==> config.mk <==
export PLATFORM = sky130hd
export DESIGN_NAME = spi_arbiter_flat
export DESIGN_NICKNAME = d
export VERILOG_FILES = /design/src/rtl/spi_arbiter_if.sv /design/src/rtl/spi_arbiter.sv /design/src/flat_wrapper.sv
export SDC_FILE = /design/constraint.sdc
export NUM_CORES = 1
export LEC_CHECK = 0
export ABC_AREA = 1
export CAP_MARGIN = 0
export CORE_ASPECT_RATIO = 0.7
export CORE_MARGIN = 5
export CORE_UTILIZATION = 50
export CTS_BUF_LIST = sky130_fd_sc_hd__clkbuf_8
export DETAILED_ROUTE_END_ITERATION = 10
export PLACE_DENSITY = 0.82
export SKIP_CTS_REPAIR_TIMING = 1
export SYNTH_ARGS = -nofsm -noshare
export SYNTH_HDL_FRONTEND = slang
export SYNTH_SLANG_ARGS = --single-unit
==> constraint.sdc <==
create_clock -name clk -period 1.9 [get_ports clk]
set_input_delay 0.38 -clock clk [delete_from_list [all_inputs] [get_ports clk]]
set_output_delay 0.38 -clock clk [all_outputs]
set_load 0.02 [all_outputs]
==> src/rtl/spi_arbiter_if.sv <==
// Signal bundle between two byte requesters, the arbiter and the SPI byte engine.
// The master modport is the arbiter's view; slave is the requesters/engine side.
interface spi_arbiter_if;
    logic       r0_req;
    logic       r1_req;
    logic       r0_hold;
    logic       r1_hold;
    logic [7:0] r0_tx;
    logic [7:0] r1_tx;
    logic [7:0] r0_rx;
    logic [7:0] r1_rx;
    logic       r0_ack;
    logic       r1_ack;
    logic [1:0] grant;
    logic       e_start;
    logic [7:0] e_tx;
    logic       e_busy;
    logic [7:0] e_rx;
    logic       spi_cs;

    modport master (
        input  r0_req, r1_req, r0_hold, r1_hold, r0_tx, r1_tx, e_busy, e_rx,
        output r0_rx, r1_rx, r0_ack, r1_ack, grant, e_start, e_tx, spi_cs
    );

    modport slave (
        output r0_req, r1_req, r0_hold, r1_hold, r0_tx, r1_tx, e_busy, e_rx,
        input  r0_rx, r1_rx, r0_ack, r1_ack, grant, e_start, e_tx, spi_cs
    );
endinterface

==> src/rtl/spi_arbiter.sv <==
// Two-requester round-robin arbiter in front of one SPI byte engine, with session
// hold, per-byte watchdog and an enforced idle gap after every acknowledged byte.
module spi_arbiter #(
    parameter int unsigned FIRST = 0,
    parameter int unsigned GAP   = 2,
    parameter int unsigned WDOG  = 4
) (
    input logic           clk,
    input logic           rst_n,
    spi_arbiter_if.master bus
);
    typedef enum logic [1:0] {StIdle, StOwned, StWait, StGap} state_e;

    localparam logic       FirstSel = (FIRST != 0);
    localparam logic [3:0] GapLast  = 4'(GAP - 1);
    localparam logic [3:0] WdogLast = 4'(WDOG - 1);

    state_e     state_q;
    logic       owner_q, ptr_q, rdy_q, busy_seen_q;
    logic [3:0] cnt_q;
    logic [1:0] grant_q, ack_q;
    logic       e_start_q, cs_q;
    logic [7:0] e_tx_q, rx0_q, rx1_q;

    logic [1:0] req, hold, active;
    logic       other, idle_sel, done;
    logic [7:0] tx_own, done_rx;

    assign req      = {bus.r1_req, bus.r0_req};
    assign hold     = {bus.r1_hold, bus.r0_hold};
    assign active   = req | hold;
    assign other    = ~owner_q;
    assign idle_sel = (&active) ? ptr_q : active[1];
    assign tx_own   = owner_q ? bus.r1_tx : bus.r0_tx;

    // Byte finishes on a seen busy->idle edge, or on watchdog expiry if busy never rose.
    always_comb begin
        done    = 1'b0;
        done_rx = bus.e_rx;
        if (state_q == StWait) begin
            if (busy_seen_q) begin
                done = ~bus.e_busy;
            end else if (!bus.e_busy && cnt_q == WdogLast) begin
                done    = 1'b1;
                done_rx = 8'hFF;
            end
        end
    end

    always_ff @(posedge clk or negedge rst_n) begin
        if (!rst_n) begin
            state_q     <= StIdle;
            owner_q     <= 1'b0;
            ptr_q       <= FirstSel;
            rdy_q       <= 1'b0;
            busy_seen_q <= 1'b0;
            cnt_q       <= '0;
            grant_q     <= 2'b00;
            ack_q       <= 2'b00;
            e_start_q   <= 1'b0;
            e_tx_q      <= 8'h00;
            rx0_q       <= 8'hFF;
            rx1_q       <= 8'hFF;
            cs_q        <= 1'b1;
        end else begin
            // rdy_q holds off granting on the first edge after reset release.
            rdy_q     <= 1'b1;
            e_start_q <= 1'b0;
            ack_q     <= 2'b00;
            unique case (state_q)
                StIdle: begin
                    if (rdy_q && (|active)) begin
                        owner_q <= idle_sel;
                        grant_q <= {idle_sel, ~idle_sel};
                        cs_q    <= ~hold[idle_sel];
                        state_q <= StOwned;
                    end else begin
                        cs_q <= 1'b1;
                    end
                end
                StOwned: begin
                    cs_q <= ~hold[owner_q];
                    if (req[owner_q]) begin
                        e_start_q   <= 1'b1;
                        e_tx_q      <= tx_own;
                        cnt_q       <= '0;
                        busy_seen_q <= 1'b0;
                        state_q     <= StWait;
                    end else if (!hold[owner_q]) begin
                        grant_q <= 2'b00;
                        ptr_q   <= other;
                        state_q <= StIdle;
                    end
                end
                StWait: begin
                    if (done) begin
                        if (owner_q) rx1_q <= done_rx;
                        else         rx0_q <= done_rx;
                        ack_q   <= {owner_q, ~owner_q};
                        cnt_q   <= '0;
                        state_q <= StGap;
                    end else begin
                        if (bus.e_busy)   busy_seen_q <= 1'b1;
                        if (!busy_seen_q) cnt_q       <= cnt_q + 4'd1;
                    end
                end
                StGap: begin
                    if (cnt_q == GapLast) begin
                        state_q <= StOwned;
                        if (!hold[owner_q] && active[other]) begin
                            owner_q <= other;
                            grant_q <= {other, ~other};
                            ptr_q   <= ~ptr_q;
                            cs_q    <= ~hold[other];
                        end else begin
                            cs_q <= ~hold[owner_q];
                        end
                    end else begin
                        cnt_q <= cnt_q + 4'd1;
                    end
                end
                default: state_q <= StIdle;
            endcase
        end
    end

    assign bus.grant   = grant_q;
    assign bus.r0_ack  = ack_q[0];
    assign bus.r1_ack  = ack_q[1];
    assign bus.r0_rx   = rx0_q;
    assign bus.r1_rx   = rx1_q;
    assign bus.e_start = e_start_q;
    assign bus.e_tx    = e_tx_q;
    assign bus.spi_cs  = cs_q;
endmodule

==> src/flat_wrapper.sv <==
// flat-port wrapper written by rule: the top's interface ports become plain ports
module spi_arbiter_flat 
#(
    parameter int unsigned FIRST = 0,
    parameter int unsigned GAP   = 2,
    parameter int unsigned WDOG  = 4
)
  (clk, rst_n, bus_r0_req, bus_r1_req, bus_r0_hold, bus_r1_hold, bus_r0_tx, bus_r1_tx, bus_e_busy, bus_e_rx, bus_r0_rx, bus_r1_rx, bus_r0_ack, bus_r1_ack, bus_grant, bus_e_start, bus_e_tx, bus_spi_cs);
  spi_arbiter_if bus_i ();
  input logic clk;
  input logic rst_n;
  input wire logic [$bits(bus_i.r0_req)-1:0] bus_r0_req;
  input wire logic [$bits(bus_i.r1_req)-1:0] bus_r1_req;
  input wire logic [$bits(bus_i.r0_hold)-1:0] bus_r0_hold;
  input wire logic [$bits(bus_i.r1_hold)-1:0] bus_r1_hold;
  input wire logic [$bits(bus_i.r0_tx)-1:0] bus_r0_tx;
  input wire logic [$bits(bus_i.r1_tx)-1:0] bus_r1_tx;
  input wire logic [$bits(bus_i.e_busy)-1:0] bus_e_busy;
  input wire logic [$bits(bus_i.e_rx)-1:0] bus_e_rx;
  output wire logic [$bits(bus_i.r0_rx)-1:0] bus_r0_rx;
  output wire logic [$bits(bus_i.r1_rx)-1:0] bus_r1_rx;
  output wire logic [$bits(bus_i.r0_ack)-1:0] bus_r0_ack;
  output wire logic [$bits(bus_i.r1_ack)-1:0] bus_r1_ack;
  output wire logic [$bits(bus_i.grant)-1:0] bus_grant;
  output wire logic [$bits(bus_i.e_start)-1:0] bus_e_start;
  output wire logic [$bits(bus_i.e_tx)-1:0] bus_e_tx;
  output wire logic [$bits(bus_i.spi_cs)-1:0] bus_spi_cs;
  assign bus_i.r0_req = bus_r0_req;
  assign bus_i.r1_req = bus_r1_req;
  assign bus_i.r0_hold = bus_r0_hold;
  assign bus_i.r1_hold = bus_r1_hold;
  assign bus_i.r0_tx = bus_r0_tx;
  assign bus_i.r1_tx = bus_r1_tx;
  assign bus_i.e_busy = bus_e_busy;
  assign bus_i.e_rx = bus_e_rx;
  assign bus_r0_rx = bus_i.r0_rx;
  assign bus_r1_rx = bus_i.r1_rx;
  assign bus_r0_ack = bus_i.r0_ack;
  assign bus_r1_ack = bus_i.r1_ack;
  assign bus_grant = bus_i.grant;
  assign bus_e_start = bus_i.e_start;
  assign bus_e_tx = bus_i.e_tx;
  assign bus_spi_cs = bus_i.spi_cs;
  spi_arbiter #(.FIRST(FIRST), .GAP(GAP), .WDOG(WDOG)) u_core (.clk(clk), .rst_n(rst_n), .bus(bus_i));
endmodule
==> metrics.md <==
| Metric | Value |
|---|---|
| Status | `completed` |
| Util after Layout | `68.94%` |
| CTS buffer count | `5` |
| Unrepaired setup endpoints after global routing | `no` |
| Setup crit end kind | `primary output` |
| Most common cell in the netlist | `nand2_1` |
| Share of cells above drive strength 1 | `17.71%` |
| Mapped cell area | `2280 um2` |
| CTS Sinks | `40` |
| Max-Cap Viols | `0` |
| Worst Path Arrival | `1440 ps` |
| PD cells | `1373 nW/um2` |
| CTS Root Cell | `clkbuf_8` |
| I/O pin cnt | `61` |
| Clock buffer depth | `2` |
| DR vias | `1,983` |
| Pint | `0.002432 W` |
| Clk Latency, worst-skew pair | `280 ps` |
| Die Span Y | `66.50 um` |
| HP Class | `primary input to async pin` |
| Post-route ant nets | `0` |
| Post-synth top cells | `nand2_1, inv_1, dfrtp_1` |
| Flop pwr share | `34.5%` |
| Max-slew violations | `0` |
| Commonest register cell after synthesis | `dfrtp_1` |
| GRT Total Usage | `17.96%` |
| Final worst path period share | `95.73%` |
| Total grt overflow | `0` |
| Worst reg2reg path depth | `8` |
| Post-Synth Adder-Cell Area | `3.842%` |
| Detailed Place HPWL | `4.003 mm` |
| Worst-path maximum fanout | `2` |
| DRC viols | `0` |
| Worst reg2reg path endpoint | `u_core.bus.grant[0]$_DFFE_PN0P_` |
| Synth Area in Simple Gates | `29.25%` |
| Mux contribution to synthesized area | `0%` |
| Number of synthesized flops with an enable pin | `0` |
| DR WL met2 | `2.386 mm` |
| Async SR Flop Fraction | `100.0%` |
| # setup viols final | `0` |
| Switch share | `41.34%` |
| Final hold violations | `0` |
| Met3 Wirelength | `372 um` |
| Mapped Cells | `285` |
| Final std cells w/o fill | `405` |
| Highest Clock Rate | `549.8 MHz` |
| Initial antenna violation count | `0` |
| Peak supply drop | `0.0008638 V` |
| Clk pwr share | `14.5%` |
| Combinational family with the most area after synthesis | `simple AND/OR/NAND/NOR gates` |
| Worst-path cell chain | `clkdlybuf4s50_1` |
| Xor/xnor cell area share of the yosys netlist | `0.3842%` |
| PortBufs | `60` |
| Slowest stage delay, CP | `630 ps` |
| Clock Skews | `5.259 ps` |
| Critical path launch point type | `register` |
| # diodes | `0` |
| Average wire per standard cell | `12.79 um` |
| Seq/Total Area, Yosys | `44.84%` |
| Vias in the first global route | `1,933` |
| Combinational power share | `51.0%` |
| Post-layout minimum cycle time | `1819 ps` |
| Synth Area per Inst | `7.999 um2` |
| Critical Path End | `bus_r1_rx[1]` |
| DRT Pass-1 Iters | `4` |
| DRT iter0 DRCs | `80` |
| Post-synth top area share | `25.25%` |
| Crit. Startpoint | `u_core.bus.r1_rx[1]$_DFFE_PN1P_` |
| Flop2flop setup slack | `280 ps` |
| Kind of critical path | `register to primary output` |
| Critical Path Slowest Stage Cell | `clkdlybuf4s50_1` |
| Vias per cell | `4.896` |
| Top cells by area, synth | `dfrtp_1, dfstp_2, nand2_1` |
| Synth area leader | `dfrtp_1` |
| Worst Path Buf+Inv | `1` |
| Wl on met1 | `2.419 mm` |
| H-tree depth | `2` |
| Setup slack after layout | `81.05 ps` |
| Starting density of the core | `52.06%` |
| FP Rows | `20` |
| Total power draw | `0.004147 W` |
| Clock Pin Slew Worst Setup and Hold Paths | `80 ps` |
| Synth Area in Compound Gates | `12.51%` |
| RD Place Congestion | `0.9032` |
| Syn Nets | `323` |
| CP delay by family, top | `buffers and inverters` |
| Core area | `4379 um2` |
| R2r startpoint | `u_core.state_q[0]$_DFFE_PN0P_` |
| First-pass GRT wire length | `8.825 mm` |
| Fin nets | `387` |
| Synth cell types | `30` |
| Pre-CTS setup slack | `36.23 ps` |
| Die area | `6031 um2` |
| WL final | `5.178 mm` |
| Flops & latches, synth | `40` |
| Req. time, crit path | `1520 ps` |
| DP Cell Count | `397` |
| Worst path depth | `1` |
| Setup TNS Final | `0 ps` |
| Largest net degree at the start of global routing | `19` |
| Yosys warns | `0` |
| CTS tree | `yes` |
| Psw | `0.001714 W` |
| Lkg Pwr | `1.521 nW` |
| Area growth from synthesis to layout | `32.44%` |
| Horiz. Die Dim | `90.71 um` |
| DR top layer | `met3` |
power groups by stage:
stage          Clock [W]  Sequential [W]  Combinational (W)
2_1_floorplan          0         0.00168            0.00109
6_report        0.000601         0.00143            0.00211
3_3_place_gp           0         0.00144            0.00208
3_5_place_dp           0         0.00144            0.00212
5_1_grt         0.000662         0.00147            0.00235
4_1_cts         0.000614         0.00143            0.00213
how the worst min path moves through the flow:
| stage | start | to | slack, ps |
|---|---|---|---|
| 6_report | rst_n | u_core.rdy_q$_DFF_PN0_ | 30 |
| 5_1_grt | rst_n | u_core.busy_seen_q$_DFFE_PN0P_ | 50 |
| 4_1_cts | rst_n | u_core.busy_seen_q$_DFFE_PN0P_ | 30 |
| 3_5_place_dp | rst_n | u_core.rdy_q$_DFF_PN0_ | 340 |
| 3_3_place_gp | rst_n | u_core.rdy_q$_DFF_PN0_ | 340 |
| 2_1_floorplan | rst_n | u_core.ack_q[0]$_DFF_PN0_ | 80 |
metal layers:
metal / vias to the layer above / track usage [%]
li1: 1012 / -
met1: 916 / 24.45
met2: 55 / 29.26
met3: 0 / 5.305
met4: 0 / 2.230
met5: - / 0
layout make-up:
class	instances	area, um2
clock inverter	1	3.754
timing repair buffer	64	625.6
inverter	40	150.1
sequential	40	1022
tap	55	68.82
multi-input combinational	198	1052
clock buffer	7	96.34
fill	345	1360
metrics by stage:
step / cell area (um2) / hold WS [ps]
after global routing: 3019 / 49.97
after floorplan: 2280 / 84.41
after global placement: 2919 / 342.4
final: 3019 / 30.24
after CTS: 3019 / 33.15
after detailed placement: 2919 / 338.8
layout by cell type (no fill, tap or decap), drive strengths merged, types with 2 or more instances in the layout:
master         synthesis  final
a21oi                  2      2
a31oi                  8      8
buf                    6      5
clkbuf                 1      7
clkdlybuf4s50          0     59
dfrtp                 23     23
dfstp                 17     17
ha                     7      7
inv                   40     41
nand2                108    108
nand3                 18     18
nor2                  22     22
o21ai                 27     27
state kept, by name, indices dropped and copies added (netlist names), 2 cells and up:
| name | flops |
|---|---|
| u_core.ack_q | 2 |
| u_core.bus.r1_rx | 8 |
| u_core.bus.r0_rx | 8 |
| u_core.cnt_q | 4 |
| u_core.state_q | 2 |
| u_core.bus.grant | 2 |
| u_core.bus.e_tx | 8 |
logic make-up after synthesis:
| logic type | count (synthesis) |
|---|---|
| XOR/XNOR | 1 |
| adder cells (fa/ha/maj) | 7 |
| AND/OR/NAND/NOR | 149 |
| AO/OA/AOI/OAI | 40 |
| flip-flops | 40 |
| other | 1 |
| buffers and inverters | 47 |
(Power assumes the default switching activity.)
